[src/rtl/iob_pulse_train_if.sv]
// ---------------------------------------------------------------------------
// iob_pulse_train_if
//
// Bundles everything the pulse-train generator exchanges with its controller.
// The controller side (register bank, local sequencer or testbench) uses the
// master modport. The generator uses the slave modport.
//
// Parameters:
//   CHANNELS - number of independent channels
//   WIDTH    - width of every timing field
//
// Signals (master drives -> slave):
//   trig         [CHANNELS]        per-channel start
//   stop         [CHANNELS]        per-channel abort
//   cfg_start    [CHANNELS*WIDTH]  delay before first pulse, channel c at [c*WIDTH +: WIDTH]
//   cfg_duration [CHANNELS*WIDTH]  pulse high time
//   cfg_period   [CHANNELS*WIDTH]  rising-to-rising distance
//   cfg_repeat   [CHANNELS*WIDTH]  number of pulses, 0 = continuous
//   irq_clr      [CHANNELS]        per-channel irq flag clear (IOB_PULSE_TRAIN_IRQ_EN only)
// Signals (slave drives -> master):
//   pulse_out    [CHANNELS]        registered pulse outputs
//   busy         [CHANNELS]        channel running
//   done         [CHANNELS]        one-cycle completion strobe
//   irq                            OR of sticky done flags (IOB_PULSE_TRAIN_IRQ_EN only)
//
// Optional feature macro: IOB_PULSE_TRAIN_IRQ_EN
// ---------------------------------------------------------------------------
interface iob_pulse_train_if #(
    parameter int CHANNELS = 2,
    parameter int WIDTH    = 16
);

    logic [CHANNELS-1:0]       trig;
    logic [CHANNELS-1:0]       stop;
    logic [CHANNELS*WIDTH-1:0] cfg_start;
    logic [CHANNELS*WIDTH-1:0] cfg_duration;
    logic [CHANNELS*WIDTH-1:0] cfg_period;
    logic [CHANNELS*WIDTH-1:0] cfg_repeat;
    logic [CHANNELS-1:0]       pulse_out;
    logic [CHANNELS-1:0]       busy;
    logic [CHANNELS-1:0]       done;
`ifdef IOB_PULSE_TRAIN_IRQ_EN
    logic [CHANNELS-1:0]       irq_clr;
    logic                      irq;
`endif

    // Controller view: drives triggers and configuration, observes status.
    modport master (
        output trig, stop, cfg_start, cfg_duration, cfg_period, cfg_repeat,
`ifdef IOB_PULSE_TRAIN_IRQ_EN
        output irq_clr,
        input  irq,
`endif
        input  pulse_out, busy, done
    );

    // Generator view: consumes triggers and configuration, drives status.
    modport slave (
        input  trig, stop, cfg_start, cfg_duration, cfg_period, cfg_repeat,
`ifdef IOB_PULSE_TRAIN_IRQ_EN
        input  irq_clr,
        output irq,
`endif
        output pulse_out, busy, done
    );

endinterface

[src/rtl/iob_pulse_train.sv]
// ---------------------------------------------------------------------------
// iob_pulse_train
//
// Multi-channel programmable pulse-train generator. After a trigger, each
// channel waits cfg_start cycles and then emits cfg_repeat pulses (0 means
// run until stopped). Each pulse is cfg_duration cycles high. Pulses repeat
// every effective period. A one-cycle done strobe marks the end of a finite
// train. Every channel is independent and has its own FSM, counters and
// shadow copy of its configuration.
//
// Parameters:
//   CHANNELS - number of independent channels (>= 1)
//   WIDTH    - width of timing fields and internal counters (2..32)
//
// Ports:
//   clk    - system clock, rising edge
//   rst_n  - asynchronous active-low reset
//   bus    - iob_pulse_train_if.slave: trig/stop/cfg_* in, pulse_out/busy/done out
//            (plus irq_clr in / irq out when IOB_PULSE_TRAIN_IRQ_EN is defined)
//
// Optional feature macro: IOB_PULSE_TRAIN_IRQ_EN
//   Adds one sticky flag per channel. A channel's done sets its flag and its
//   irq_clr bit clears it; set wins over clear. The registered OR of all flags
//   drives irq, so irq rises one edge after done.
// ---------------------------------------------------------------------------
module iob_pulse_train #(
    parameter int CHANNELS = 2,
    parameter int WIDTH    = 16
) (
    input  logic              clk,
    input  logic              rst_n,
    iob_pulse_train_if.slave  bus
);

    localparam logic [WIDTH-1:0] ZERO = '0;
    localparam logic [WIDTH-1:0] ONE  = WIDTH'(1);

    typedef enum logic [2:0] {
        ST_IDLE,
        ST_DELAY,
        ST_HIGH,
        ST_LOW,
        ST_FINISH
    } state_t;

    state_t              state_q [CHANNELS];
    state_t              state_d [CHANNELS];
    logic [WIDTH-1:0]    cnt_q   [CHANNELS];
    logic [WIDTH-1:0]    cnt_d   [CHANNELS];
    logic [WIDTH-1:0]    idx_q   [CHANNELS];
    logic [WIDTH-1:0]    idx_d   [CHANNELS];

    logic [WIDTH-1:0]    sh_start_q [CHANNELS];
    logic [WIDTH-1:0]    sh_dur_q   [CHANNELS];
    logic [WIDTH-1:0]    sh_per_q   [CHANNELS];
    logic [WIDTH-1:0]    sh_rep_q   [CHANNELS];

    logic [WIDTH-1:0]    low_len    [CHANNELS];
    logic [CHANNELS-1:0] last_pulse;
    logic [CHANNELS-1:0] begin_pulse;
    logic [CHANNELS-1:0] accept;

    logic [CHANNELS-1:0] pulse_q, pulse_d;
    logic [CHANNELS-1:0] busy_q,  busy_d;
    logic [CHANNELS-1:0] done_q,  done_d;

    // A trigger is accepted in any state unless stop is asserted in the same
    // cycle, because stop takes priority over trig.
    assign accept = bus.trig & ~bus.stop;

    // The shadow registers capture the configuration on the accepting edge
    // and hold it for the whole train. After that, the controller can rewrite
    // the cfg_* inputs without disturbing a running channel.
    always_ff @(posedge clk or negedge rst_n) begin
        if (!rst_n) begin
            for (int c = 0; c < CHANNELS; c++) begin
                sh_start_q[c] <= ZERO;
                sh_dur_q[c]   <= ZERO;
                sh_per_q[c]   <= ZERO;
                sh_rep_q[c]   <= ZERO;
            end
        end else begin
            for (int c = 0; c < CHANNELS; c++) begin
                if (accept[c]) begin
                    sh_start_q[c] <= bus.cfg_start[c*WIDTH +: WIDTH];
                    sh_dur_q[c]   <= bus.cfg_duration[c*WIDTH +: WIDTH];
                    sh_per_q[c]   <= bus.cfg_period[c*WIDTH +: WIDTH];
                    sh_rep_q[c]   <= bus.cfg_repeat[c*WIDTH +: WIDTH];
                end
            end
        end
    end

    // This block derives the length of the low phase and detects the last
    // pulse. The effective period is cfg_period when it exceeds the duration
    // and duration+1 otherwise, so the low phase is period-duration or
    // exactly 1 cycle. Computing the difference directly avoids the overflow
    // that duration+1 would hit at the top of the WIDTH range. idx counts
    // completed pulses, so the current pulse is the last one when idx equals
    // repeat-1. Continuous mode (repeat=0) never has a last pulse.
    always_comb begin
        for (int c = 0; c < CHANNELS; c++) begin
            if (sh_per_q[c] > sh_dur_q[c]) begin
                low_len[c] = sh_per_q[c] - sh_dur_q[c];
            end else begin
                low_len[c] = ONE;
            end
            last_pulse[c] = (sh_rep_q[c] != ZERO) && (idx_q[c] == (sh_rep_q[c] - ONE));
        end
    end

    // This block holds the state, the phase counter, the pulse index and the
    // registered outputs. Because the outputs are registered, a state change
    // and its visible effect happen on the same edge.
    always_ff @(posedge clk or negedge rst_n) begin
        if (!rst_n) begin
            for (int c = 0; c < CHANNELS; c++) begin
                state_q[c] <= ST_IDLE;
                cnt_q[c]   <= ZERO;
                idx_q[c]   <= ZERO;
            end
            pulse_q <= '0;
            busy_q  <= '0;
            done_q  <= '0;
        end else begin
            for (int c = 0; c < CHANNELS; c++) begin
                state_q[c] <= state_d[c];
                cnt_q[c]   <= cnt_d[c];
                idx_q[c]   <= idx_d[c];
            end
            pulse_q <= pulse_d;
            busy_q  <= busy_d;
            done_q  <= done_d;
        end
    end

    // This block is the next-state and output logic for every channel.
    // The phase counter restarts in each phase, so no sum of fields is ever
    // formed. DELAY counts 0..start, so start=0 still spends one cycle there
    // and the first rise lands at trigger+1+start. HIGH and LOW count from 1.
    // Both DELAY and LOW end by raising begin_pulse, which is resolved after
    // the case statement. Resolving it there lets a zero-duration
    // configuration skip HIGH entirely: it keeps the timing, the repeat count
    // and done, but never drives the output high. On the last pulse, the
    // falling edge goes straight to FINISH. That way done and the drop of
    // busy coincide with the end of the final high phase. Stop and re-trigger
    // are applied last so they override whatever the phase logic decided.
    always_comb begin
        for (int c = 0; c < CHANNELS; c++) begin
            state_d[c]     = state_q[c];
            cnt_d[c]       = cnt_q[c];
            idx_d[c]       = idx_q[c];
            begin_pulse[c] = 1'b0;
            pulse_d[c]     = 1'b0;
            busy_d[c]      = busy_q[c];
            done_d[c]      = 1'b0;

            case (state_q[c])
                ST_IDLE: begin
                    busy_d[c] = 1'b0;
                end
                ST_DELAY: begin
                    if (cnt_q[c] == sh_start_q[c]) begin
                        begin_pulse[c] = 1'b1;
                    end else begin
                        cnt_d[c] = cnt_q[c] + ONE;
                    end
                end
                ST_HIGH: begin
                    if (cnt_q[c] == sh_dur_q[c]) begin
                        if (last_pulse[c]) begin
                            state_d[c] = ST_FINISH;
                            busy_d[c]  = 1'b0;
                            done_d[c]  = 1'b1;
                        end else begin
                            state_d[c] = ST_LOW;
                            cnt_d[c]   = ONE;
                            idx_d[c]   = idx_q[c] + ONE;
                        end
                    end else begin
                        cnt_d[c]   = cnt_q[c] + ONE;
                        pulse_d[c] = 1'b1;
                    end
                end
                ST_LOW: begin
                    if (cnt_q[c] == low_len[c]) begin
                        begin_pulse[c] = 1'b1;
                    end else begin
                        cnt_d[c] = cnt_q[c] + ONE;
                    end
                end
                ST_FINISH: begin
                    state_d[c] = ST_IDLE;
                    busy_d[c]  = 1'b0;
                end
                default: begin
                    state_d[c] = ST_IDLE;
                    busy_d[c]  = 1'b0;
                end
            endcase

            if (begin_pulse[c]) begin
                if (sh_dur_q[c] == ZERO) begin
                    if (last_pulse[c]) begin
                        state_d[c] = ST_FINISH;
                        busy_d[c]  = 1'b0;
                        done_d[c]  = 1'b1;
                    end else begin
                        state_d[c] = ST_LOW;
                        cnt_d[c]   = ONE;
                        idx_d[c]   = idx_q[c] + ONE;
                    end
                end else begin
                    state_d[c] = ST_HIGH;
                    cnt_d[c]   = ONE;
                    pulse_d[c] = 1'b1;
                end
            end

            if (bus.stop[c]) begin
                state_d[c] = ST_IDLE;
                cnt_d[c]   = ZERO;
                idx_d[c]   = ZERO;
                pulse_d[c] = 1'b0;
                busy_d[c]  = 1'b0;
                done_d[c]  = 1'b0;
            end else if (bus.trig[c]) begin
                state_d[c] = ST_DELAY;
                cnt_d[c]   = ZERO;
                idx_d[c]   = ZERO;
                pulse_d[c] = 1'b0;
                busy_d[c]  = 1'b1;
                done_d[c]  = 1'b0;
            end
        end
    end

    assign bus.pulse_out = pulse_q;
    assign bus.busy      = busy_q;
    assign bus.done      = done_q;

`ifdef IOB_PULSE_TRAIN_IRQ_EN
    logic [CHANNELS-1:0] flag_q;
    logic [CHANNELS-1:0] flag_d;
    logic                irq_q;

    // Each flag is set on the same edge that raises done, and set wins over
    // clear. irq registers the OR of the flags, so it follows one edge after
    // done and drops one edge after the last flag is cleared.
    always_comb begin
        flag_d = done_d | (flag_q & ~bus.irq_clr);
    end

    // This block holds the sticky flags and the registered interrupt line.
    always_ff @(posedge clk or negedge rst_n) begin
        if (!rst_n) begin
            flag_q <= '0;
            irq_q  <= 1'b0;
        end else begin
            flag_q <= flag_d;
            irq_q  <= |flag_q;
        end
    end

    assign bus.irq = irq_q;
`endif

endmodule

[src/flat_wrapper.sv]
// flat-port wrapper written by rule: the top's interface ports become plain ports
module iob_pulse_train_flat 
#(
    parameter int CHANNELS = 2,
    parameter int WIDTH    = 16
)
  (clk, rst_n, bus_trig, bus_stop, bus_cfg_start, bus_cfg_duration, bus_cfg_period, bus_cfg_repeat, bus_pulse_out, bus_busy, bus_done);
  iob_pulse_train_if #(.CHANNELS(CHANNELS), .WIDTH(WIDTH)) bus_i ();
  input  logic clk;
  input  logic rst_n;
  input wire logic [$bits(bus_i.trig)-1:0] bus_trig;
  input wire logic [$bits(bus_i.stop)-1:0] bus_stop;
  input wire logic [$bits(bus_i.cfg_start)-1:0] bus_cfg_start;
  input wire logic [$bits(bus_i.cfg_duration)-1:0] bus_cfg_duration;
  input wire logic [$bits(bus_i.cfg_period)-1:0] bus_cfg_period;
  input wire logic [$bits(bus_i.cfg_repeat)-1:0] bus_cfg_repeat;
  output wire logic [$bits(bus_i.pulse_out)-1:0] bus_pulse_out;
  output wire logic [$bits(bus_i.busy)-1:0] bus_busy;
  output wire logic [$bits(bus_i.done)-1:0] bus_done;
  assign bus_i.trig = bus_trig;
  assign bus_i.stop = bus_stop;
  assign bus_i.cfg_start = bus_cfg_start;
  assign bus_i.cfg_duration = bus_cfg_duration;
  assign bus_i.cfg_period = bus_cfg_period;
  assign bus_i.cfg_repeat = bus_cfg_repeat;
  assign bus_pulse_out = bus_i.pulse_out;
  assign bus_busy = bus_i.busy;
  assign bus_done = bus_i.done;
  iob_pulse_train #(.CHANNELS(CHANNELS), .WIDTH(WIDTH)) u_core (.clk(clk), .rst_n(rst_n), .bus(bus_i));
endmodule
[config.mk]
export PLATFORM = sky130hd
export DESIGN_NAME = iob_pulse_train_flat
export DESIGN_NICKNAME = d
export VERILOG_FILES = /design/src/rtl/iob_pulse_train_if.sv /design/src/rtl/iob_pulse_train.sv /design/src/flat_wrapper.sv
export SDC_FILE = /design/constraint.sdc
export NUM_CORES = 1
export LEC_CHECK = 0
export CAP_MARGIN = 20
export CORE_ASPECT_RATIO = 0.6
export CORE_UTILIZATION = 30
export CTS_BUF_LIST = sky130_fd_sc_hd__clkbuf_4
export DETAILED_ROUTE_END_ITERATION = 16
export PLACE_DENSITY = 0.59
export SLEW_MARGIN = 25
export SYNTH_ARGS = -nofsm -noshare
export SYNTH_HDL_FRONTEND = slang
export SYNTH_SLANG_ARGS = --single-unit
[constraint.sdc]
create_clock -name clk -period 3.6 [get_ports clk]
set_input_delay 0.72 -clock clk [delete_from_list [all_inputs] [get_ports clk]]
set_output_delay 0.72 -clock clk [all_outputs]
set_load 0.05 [all_outputs]
## Word level (Yosys, flattened, before mapping)

Cells that the tools add are included.

- Register bits after elaboration: 204
- Latch bits: 0
- Bits in writable memories: 0
- Bits in read-only memories: 0
- Input bits: 134
- Output and inout bits: 6
- Word-level logic and storage cells: 163
- Memories kept: 0

- Add/sub/neg operators: 8
- Multipliers: 0
- Div/mod/pow operators: 0
- Magnitude comparators: 2
- Equality and inequality tests: 18
- Shift-type cells: 0
- Muxes and demuxes: 102
- Bitwise gates (word level): 2
- Reductions and logical operators: 14

Operators by type and width:

| operator | count |
|---|---|
| 16-bit 2-to-1 mux | 36 |
| 16-bit equality test | 8 |
| 16-bit one-hot mux with 3 select lines | 2 |
| 16-bit by 1-bit adder with 16-bit output (second input constant) | 4 |
| 1-bit 2-to-1 mux | 46 |
| 3-bit 2-to-1 mux | 12 |
| 16-bit greater-than comparator | 2 |
| 16-bit zero test | 2 |
| 16-bit nonzero test | 2 |
| 16-bit by 1-bit subtractor with 16-bit output (second input constant) | 2 |
| 16-bit subtractor | 2 |
| 3-bit by 2-bit equality test with 1-bit output (second input constant) | 4 |
| 3-bit one-hot mux with 2 select lines | 2 |
| 5-bit by 3-bit inequality test with 1-bit output (second input constant) | 2 |
| 4-bit by 1-bit inequality test with 1-bit output (second input constant) | 2 |
| 1-bit one-hot mux with 2 select lines | 4 |
| 3-bit by 1-bit equality test with 1-bit output (second input constant) | 2 |
| 3-bit zero test | 2 |
| 3-bit OR reduction | 2 |
| 2-bit AND reduction | 2 |
| 2-bit OR reduction | 2 |
| 2-bit bitwise AND | 1 |
| 1-bit logical AND | 2 |
| 2-bit inverter | 1 |

## Longest topological paths before layout

Gate-level depths: netlist of run 1.

- Depth in word-level cells: 11
- Gate-level depth with buffers: 18
- Gate-level depth less buffers: 15

## Worst setup path after synthesis of run 1

OpenSTA, ideal clock, no wires.

- Kind: register to register
- Start: register u_core.sh_dur_q[0] (netlist name)
- End: register u_core.idx_q[14] (netlist name)
- Library setup time: 0.078 ns
- Arrival: 3.835 ns
- Data required time: 3.522 ns
- Path slack: -0.313 ns
- Cell stages (with the launch flop): 15
- Buffers on the path: 1
- Period minus slack after synthesis: 3.913 ns
- Cell sequence: dfrtp_1 ha_1 fa_1 nand2b_1 a211oi_2 o211ai_1 a21o_4 or3_1 a2111o_1 nor4_2 a41o_2 a31oi_4 buf_6 or3_1 a21oi_1

RTL lines:

| what | line | source |
|---|---|---|
| start: declaration | iob_pulse_train.sv:54 | `logic [WIDTH-1:0] sh_dur_q [CHANNELS];` |
| start signal: indexed assignment | iob_pulse_train.sv:86 | `sh_dur_q[c] <= bus.cfg_duration[c*WIDTH +: WIDTH];` |
| end signal: indexed assignment | iob_pulse_train.sv:129 | `idx_q[c] <= idx_d[c];` |
| end: declaration | iob_pulse_train.sv:50 | `logic [WIDTH-1:0] idx_q [CHANNELS];` |

==> metrics.csv, run 1 <==
stage;metric;value;unit
outcome;status;finished, violations left;
outcome;violated checks;negative setup slack;
floorplan;std cell rows;61;
critical_path;capturing element type of the critical path;flip-flop;
placed_design;Placer Congestion;0.921;
clock_network;Worst-Skew Late Latency;0.76;ns
synthesis;Post-Syn Area;14400;sq um
drt;DRC;0;
drt;Starting DRT DRC Count;1126;
power_and_ir_drop;Logic pwr share;45.4;%
power_and_ir_drop;static leakage;0.00835;uW
clock_network;clock tree root buffer cell;clkbuf_4;
global_route;largest net degree at the start of global routing;74;
critical_path;Req. time, crit path;4.22;ns
placed_design;Detailed Place HPWL;37300;um
synthesis;post-synthesis sequential area ratio;35.4;%
sta;Fmax achieved;249;MHz
global_route;first-pass GRT wire length;78100;um
power_and_ir_drop;Int Pwr;5650;uW
drt;Wirelength per Cell;18.7;um
floorplan;Starting Density;30.8;%
sta;Setup-failing EPs final;70;
synthesis;largest cells by area after synthesis;dfrtp_1 (35%), mux2_2 (7.1%), xnor2_1 (5.4%);
critical_path;crit path launch type;flip-flop;
floorplan;CORE AREA;46900;sq um
clock_network;CTS Sinks;204;
power_and_ir_drop;net switching power;3190;uW
power_and_ir_drop;PD cells;430;nW/um^2
synthesis;post-synthesis cell type count;93;
global_route;GRT Residual Overflow;0;
floorplan;Die Footprint;49000;sq um
clock_network;Clk pin slew, worst setup/hold paths;0.08;ns
synthesis;commonest register cell after synthesis;dfrtp_1;
final_layout;fin util;43.8;%
sta;Clock Skews;0.0757;ns
sta;Final Hold Vio Count;0;
sta;actual slew at the worst max-slew pin;0.922;ns
clock_network;# H-tree levels;2;
final_layout;Area growth syn-to-layout;42.5;%
power_and_ir_drop;Flop pwr share;30.5;%
placed_design;Place WS;-0.411;ns
floorplan;Die H;172;um
clock_network;CTS tree;built;
global_route;initial antenna violation count;5;
synthesis;Yosys top cell by area;dfrtp_1;
power_and_ir_drop;worst vdd rail ir drop;176;uV
synthesis;cell count after synthesis;1630;
power_and_ir_drop;Tot Pwr;8840;uW
final_layout;fraction of final layout cells sized beyond drive strength 1;33.0;%
synthesis;post-synthesis async set-or-reset flop share;100;%
sta;Final period util;112;%
synthesis;Synth top area share;35.4;%
synthesis;FF+latch count, synth;204;
drt;antenna-violating nets left;0;
flow_run;Max Cap Viol;0;
placed_design;IO buf count;139;
power_and_ir_drop;Clock power frac;24.1;%
synthesis;YS warnings;0;
final_layout;Layout Nets;2213;
global_route;Global Route Usage Sum;20.3;%
drt;Vias;14181;
critical_path;CP Max Fanout;7;
floorplan;I/O pin count;140;
global_route;vias in the first global route;13832;
sta;fin. max-slew vios;0;
drt;TritonRoute pass-1 iters;5;
drt;Via density;5.24;
synthesis;Syn Area/Cell;8.85;sq um
final_layout;fill count;4518;
clock_network;Clock Tree Buf Depth;3;
sta;RSZ-0062 raised after global routing;yes;
clock_network;CTS buffer count;55;
floorplan;Die Width;285;um
sta;post-layout min period;4.02;ns
synthesis;number of synthesized flops with an enable pin;0;
power_and_ir_drop;Net Sw Frac;36.1;%
sta;relative slew slack;38.5;%
drt;Total Wirelength;50600;um
critical_path;Setup CP Type;flip-flop to flip-flop;
synthesis;Syn Nets;1806;
sta;final worst slack;-0.419;ns
critical_path;Arr. time, crit path;4.64;ns
hold_path;Hold/Removal Path Class;input pin to async pin;
[final timing paths]
| kind | from | to | slack (ns) | depth (start not counted) |
|---|---|---|---|---|
| worst min-delay path | rst_n | u_core.cnt_q[28] | 0.49 | 2 |
| max in group asynchronous | rst_n | u_core.sh_rep_q[7] | 2.10 | 3 |
| min in group clk | u_core.sh_per_q[7] | u_core.sh_per_q[7] | 0.52 | 1 |
| worst max-delay path | u_core.sh_dur_q[13] | u_core.idx_q[9] | -0.42 | 16 |
| worst max register to register | u_core.sh_dur_q[13] | u_core.idx_q[9] | -0.42 | 16 |
| worst min register to register | u_core.sh_per_q[7] | u_core.sh_per_q[7] | 0.52 | 1 |
[layer usage]
metal  part of all wire [%]  track usage (%)  vias to the layer above  routed length [um]
li1                       -                -                     6751                   -
met1                     50             30.5                     6915               25000
met2                     42             28.7                      447               21000
met3                    7.3             4.36                       68                3680
met4                    1.7             5.37                        0                 851
met5                      0                0                        -                   0
[cell usage in the layout, fill, tap and decap left out, types with 41 or more instances in the layout]
master           netlist  layout
clkdlybuf4s50_1        0     138
dfrtp_1              204     202
xnor2_1               89      86
a21oi_1               92      70
o21ai_0               99      82
inv_1                 56      49
mux2_2                91      91
xor2_1                43      41
nand3_1               54      52
buf_4                  2     274
clkbuf_4               0      86
nor2_1                94      86
nand2_1              156     142
[Yosys cell counts (7+ instances only)]
cell      number
nand4_1       35
or3_1         31
nand3_1       54
nor3_1        38
nand2b_1      21
nand3b_1      14
inv_1         56
o21ai_0       99
nor2b_1       29
o21a_1         8
a31oi_1       19
and3_1        26
o41ai_1        7
xor2_1        43
buf_2         18
nand4b_1       7
xnor2_1       89
and2_1        15
or2_2          9
nand2_1      156
a22oi_1        9
clkbuf_1      73
mux2i_1       10
buf_1          9
a21oi_1       92
nor2_1        94
mux2_2        91
a21o_1        21
o211ai_1      15
nor4_1        27
ha_1          40
dfrtp_1      204
a211oi_1      15
nor3b_1       18
o22ai_1        8
[cells by family (layout without fill, tap and decap cells)]
group           count (synthesis)  count (layout)  share of synthesized area (%)
other cells                     0               4                              0
fa+ha+maj                      42              42                           3.75
compound gates                381             384                           17.3
mux                           102             102                           7.96
simple gates                  601             602                           22.0
buf+inv                       162             602                           4.62
flops                         204             204                           35.4
xor+xnor                      138             138                           8.96
[area by class of cell]
type                            count  area, sq um  area share, %
Clock inverter                      8         31.3          0.152
Clock buffer                       86          646           3.14
Antenna cell                        4         10.0         0.0487
Sequential cell                   204         5110           24.9
Timing Repair Buffer              452         4040           19.7
Multi-Input combinational cell   1268         9710           47.3
Inverter                           56          210           1.02
Tap cell                          630          788           3.84
[registers in the layout (all words and copies together), names as in the netlist]
name,cells
u_core.bus.busy,2
u_core.bus.done,2
u_core.bus.pulse_out,2
u_core.cnt_q,32
u_core.idx_q,32
u_core.sh_dur_q,32
u_core.sh_per_q,32
u_core.sh_rep_q,32
u_core.sh_start_q,32
u_core.state_q,6
[worst max-delay path: stages (launching register included)]
cell and delay, ns:
dfrtp_1 0.36, inv_1 0.08, ha_1 0.30, nand4_1 0.20, or3_1 0.44, nor3_2 0.30
a21o_4 0.16, buf_4 0.12, nor2_2 0.04, a31o_1 0.22, a2111o_1 0.43, nor4_4 0.16
a41o_4 0.30, buf_12 0.12, a31oi_4 0.13, or3_4 0.38, a21oi_2 0.15
[power by group through the flow]
stage	Combinational [uW]	Clock (uW)	Sequential, uW
finish	4020	2130	2690
global route	4320	2340	2720
CTS	3710	2220	2690
detailed placement	3360	0	2730
global placement	3300	0	2720
floorplan	1900	0	2690
[metrics by stage]
step / hold WS (ns) / cell area, sq um / instances / TNS, ns
after floorplan: 0.424 / 14500 / 1630 / -0.809
after global placement: 0.496 / 18300 / 2555 / -19.24
after detailed placement: 0.509 / 18300 / 2555 / -22.29
after CTS: 0.462 / 19900 / 2683 / -13.33
after global routing: 0.481 / 20500 / 2708 / -27.24
final: 0.491 / 20500 / 2708 / -17.62
[timing repair]
| action | CTS | global route |
|---|---|---|
| gates cloned | 6 | 2 |
| setup buffers | 28 | 21 |
| resized for setup | 147 | 87 |
| pin swaps | 80 | 59 |
| endpoints found under the hold margin | 70 | 0 |
| hold buffers | 1 | 0 |
| endpoints found under the setup margin | 75 | 75 |
No activity file was read; power rests on OpenSTA's default activity.
==> inputs of run 2 (changes only) <==
--- a/config.mk
+++ b/config.mk
@@ -7,10 +7,10 @@
 export LEC_CHECK = 0
 export CAP_MARGIN = 20
 export CORE_ASPECT_RATIO = 0.6
-export CORE_UTILIZATION = 30
+export CORE_UTILIZATION = 25
 export CTS_BUF_LIST = sky130_fd_sc_hd__clkbuf_4
 export DETAILED_ROUTE_END_ITERATION = 16
-export PLACE_DENSITY = 0.59
+export PLACE_DENSITY = 0.53
 export SLEW_MARGIN = 25
 export SYNTH_ARGS = -nofsm -noshare
 export SYNTH_HDL_FRONTEND = slang
==> run 2 against run 1 <==
The run still ends with negative setup slack left; worst hold slack gained 0.0015 ns; cell count grew 5.7%; critical endpoint is now u_core.idx_q[12]; non-clock buffer count grew 19; utilization shrank 6.2 points; critical path type unchanged.
==> metrics.csv, run 2 (same netlist as run 1, synthesis figures left out) <==
stage;metric;value;unit
sta;Final Hold Vio Count;0;
outcome;violated checks;negative setup slack;
clock_network;CTS tree;built;
critical_path;CP Buf/Inv Count;3;
critical_path;Arr. time, crit path;4.58;ns
drt;antenna-violating nets left;0;
sta;RSZ-0062 raised after global routing;yes;
critical_path;CP Max Fanout;6;
clock_network;Worst-Skew Late Latency;0.81;ns
global_route;met2 Usage GRT;23.8;%
critical_path;CP most frequent cell;a21oi_1;
placed_design;Placer Congestion;0.843;
floorplan;Starting Density;25.6;%
critical_path;CP Cell Sequence;inv_1 -> ha_1 -> a21oi_1 -> o21a_1 -> buf_4 -> nor3b_1 -> nand4b_1 -> nor4_1 -> a41oi_2 -> o32ai_2 -> a21boi_0 -> a41o_2 -> buf_12 -> a31oi_4 -> or3_1 -> a21oi_1;
final_layout;fill count;5675;
final_layout;most common cell after layout, fill and taps aside;buf_4;
power_and_ir_drop;PD cells;435;nW/um^2
clock_network;Clock Tree Buf Depth;3;
global_route;GRT Residual Overflow;0;
drt;DRC;0;
global_route;vias in the first global route;13834;
drt;Wirelength per Cell;18.2;um
floorplan;Die Footprint;58700;sq um
clock_network;CTS Sinks;204;
clock_network;clock tree root buffer cell;clkbuf_4;
floorplan;I/O pin count;140;
global_route;met3 Use GR;3.57;%
global_route;largest net degree at the start of global routing;84;
critical_path;Slowest cell on crit path;nor4_1;
critical_path;Stages on worst setup path;16;
clock_network;# H-tree levels;2;
critical_path;crit path launch type;flip-flop;
outcome;status;finished, violations left;
floorplan;std cell rows;67;
final_layout;fraction of final layout cells sized beyond drive strength 1;35.5;%
placed_design;DP Area;18600;sq um
hold_path;Hold/Removal Path Class;input pin to flip-flop;
sta;Setup-failing EPs final;71;
power_and_ir_drop;worst vdd rail ir drop;201;uV
global_route;busiest grt layer;met1;
drt;TritonRoute pass-1 iters;6;
sta;actual slew at the worst max-slew pin;1.04;ns
placed_design;IO buf count;139;
sta;relative slew slack;30.9;%
floorplan;CORE AREA;56400;sq um
critical_path;Worst path max stage delay;0.48;ns
hold_path;hold path depth;3;
critical_path;Setup crit end;u_core.idx_q[12];
flow_run;Max Cap Viol;0;
sta;Fmax achieved;257;MHz
final_layout;most frequent cells in the layout;buf_4 (292), dfrtp_1 (202), clkdlybuf4s50_1 (138), nand2_1 (134), mux2_2 (90);
floorplan;Die H;188;um
sta;final worst slack;-0.287;ns
placed_design;Detailed Place HPWL;37800;um
sta;fin. max-slew vios;0;
clock_network;CTS buffer count;59;
global_route;Global Route Usage Sum;17.3;%
clock_network;Clk pin slew, worst setup/hold paths;0.07;ns
critical_path;Req. time, crit path;4.29;ns
sta;hold_ws;0.492;ns
critical_path;Crit. Startpoint;u_core.sh_dur_q[2];
sta;post-layout min period;3.89;ns
final_layout;Area growth syn-to-layout;47.3;%
critical_path;Worst R2R End;u_core.idx_q[12];
critical_path;capturing element type of the critical path;flip-flop;
critical_path;CP delay by family, top;compound AO/OA/AOI/OAI gates;
critical_path;reg2reg setup slack;-0.29;ns
global_route;initial antenna violation count;3;
floorplan;Die Width;312;um
drt;Vias;14173;
drt;Via density;4.95;
final_layout;FF/Latch Area;5110;sq um
sta;Clock Skews;0.0374;ns
drt;Total Wirelength;52200;um
critical_path;Reg2Reg Depth;16;
power_and_ir_drop;static leakage;0.00855;uW
final_layout;Layout Nets;2235;
sta;Final period util;108;%
final_layout;Final Cell Area;21200;sq um
critical_path;reg2reg start;u_core.sh_dur_q[2];
critical_path;Setup CP Type;flip-flop to flip-flop;
drt;Starting DRT DRC Count;932;
sta;setup TNS;-10.78;ns
final_layout;multi-input logic area;10000;sq um
global_route;first-pass GRT wire length;79900;um
global_route;global-route met1 utilization;26.8;%
==> run 2: changes by cell type in the layout (fill, tap and decap cells not counted), moves of 7 or more <==
cell	delta
a21oi_1	-7
buf_4	+18
clkinv_1	+9
nand2_1	-8
o21ai_0	-12
o21ai_2	+11
==> run 2: power by group <==
part	switching, uW	internal (uW)	total, uW
sequential	201	2500	2700
combinational	1980	2150	4130
clock	1150	1240	2400
==> run 2: cell type report <==
type | instances | area share (%)
Multi-Input combinational cell | 1267 | 47.3
Timing Repair Buffer | 471 | 19.6
Sequential cell | 204 | 24.0
Clock inverter | 21 | 0.748
Tap cell | 759 | 4.47
Antenna cell | 3 | 0.0353
Clock buffer | 81 | 2.86
Inverter | 56 | 0.989
==> run 2: worst register-to-register path, stage by stage (launching register included) <==
cell,delay [ns]
dfrtp_1,0.37
inv_1,0.21
ha_1,0.33
a21oi_1,0.14
o21a_1,0.18
buf_4,0.14
nor3b_1,0.04
nand4b_1,0.33
nor4_1,0.48
a41oi_2,0.08
o32ai_2,0.18
a21boi_0,0.24
a41o_2,0.24
buf_12,0.15
a31oi_4,0.15
or3_1,0.36
a21oi_1,0.15
==> run 2: worst min path at each step <==
stage / start / end / slack [ns]
6_report: bus_cfg_duration[21] / u_core.sh_dur_q[5] / 0.49
2_1_floorplan: rst_n / u_core.bus.busy[0] / 0.42
5_1_grt: bus_cfg_duration[21] / u_core.sh_dur_q[5] / 0.43
3_5_place_dp: u_core.sh_per_q[27] / u_core.sh_per_q[27] / 0.51
3_3_place_gp: u_core.sh_per_q[5] / u_core.sh_per_q[5] / 0.51
4_1_cts: bus_cfg_duration[21] / u_core.sh_dur_q[5] / 0.38
==> run 2: stage by stage <==
stage / total power, uW / std cells / utilization [%] / setup WS (ns)
2_1_floorplan: 4590 / 1630 / - / -0.0866
3_3_place_gp: 6120 / 2707 / 33.0 / -0.546
3_5_place_dp: 6170 / 2707 / 33.0 / -0.450
4_1_cts: 8980 / 2835 / 36.0 / -0.215
5_1_grt: 9800 / 2862 / 37.7 / -0.455
6_report: 9240 / 2862 / 37.7 / -0.287
==> run 2: timing repair <==
| item | in CTS | in global routing |
|---|---|---|
| endpoints found under the hold margin | 81 | 0 |
| hold buffers | 1 | 0 |
| endpoints found under the setup margin | 76 | 76 |
| pin swaps | 90 | 90 |
| cloned | 5 | 1 |
| setup buffers | 24 | 26 |
| resized for setup | 166 | 150 |
==> run 2: layer usage <==
layer,part of all wire [%],routed length [um]
met1,52,27000
met2,41,21400
met3,5.7,3000
met4,1.5,763
met5,0,0
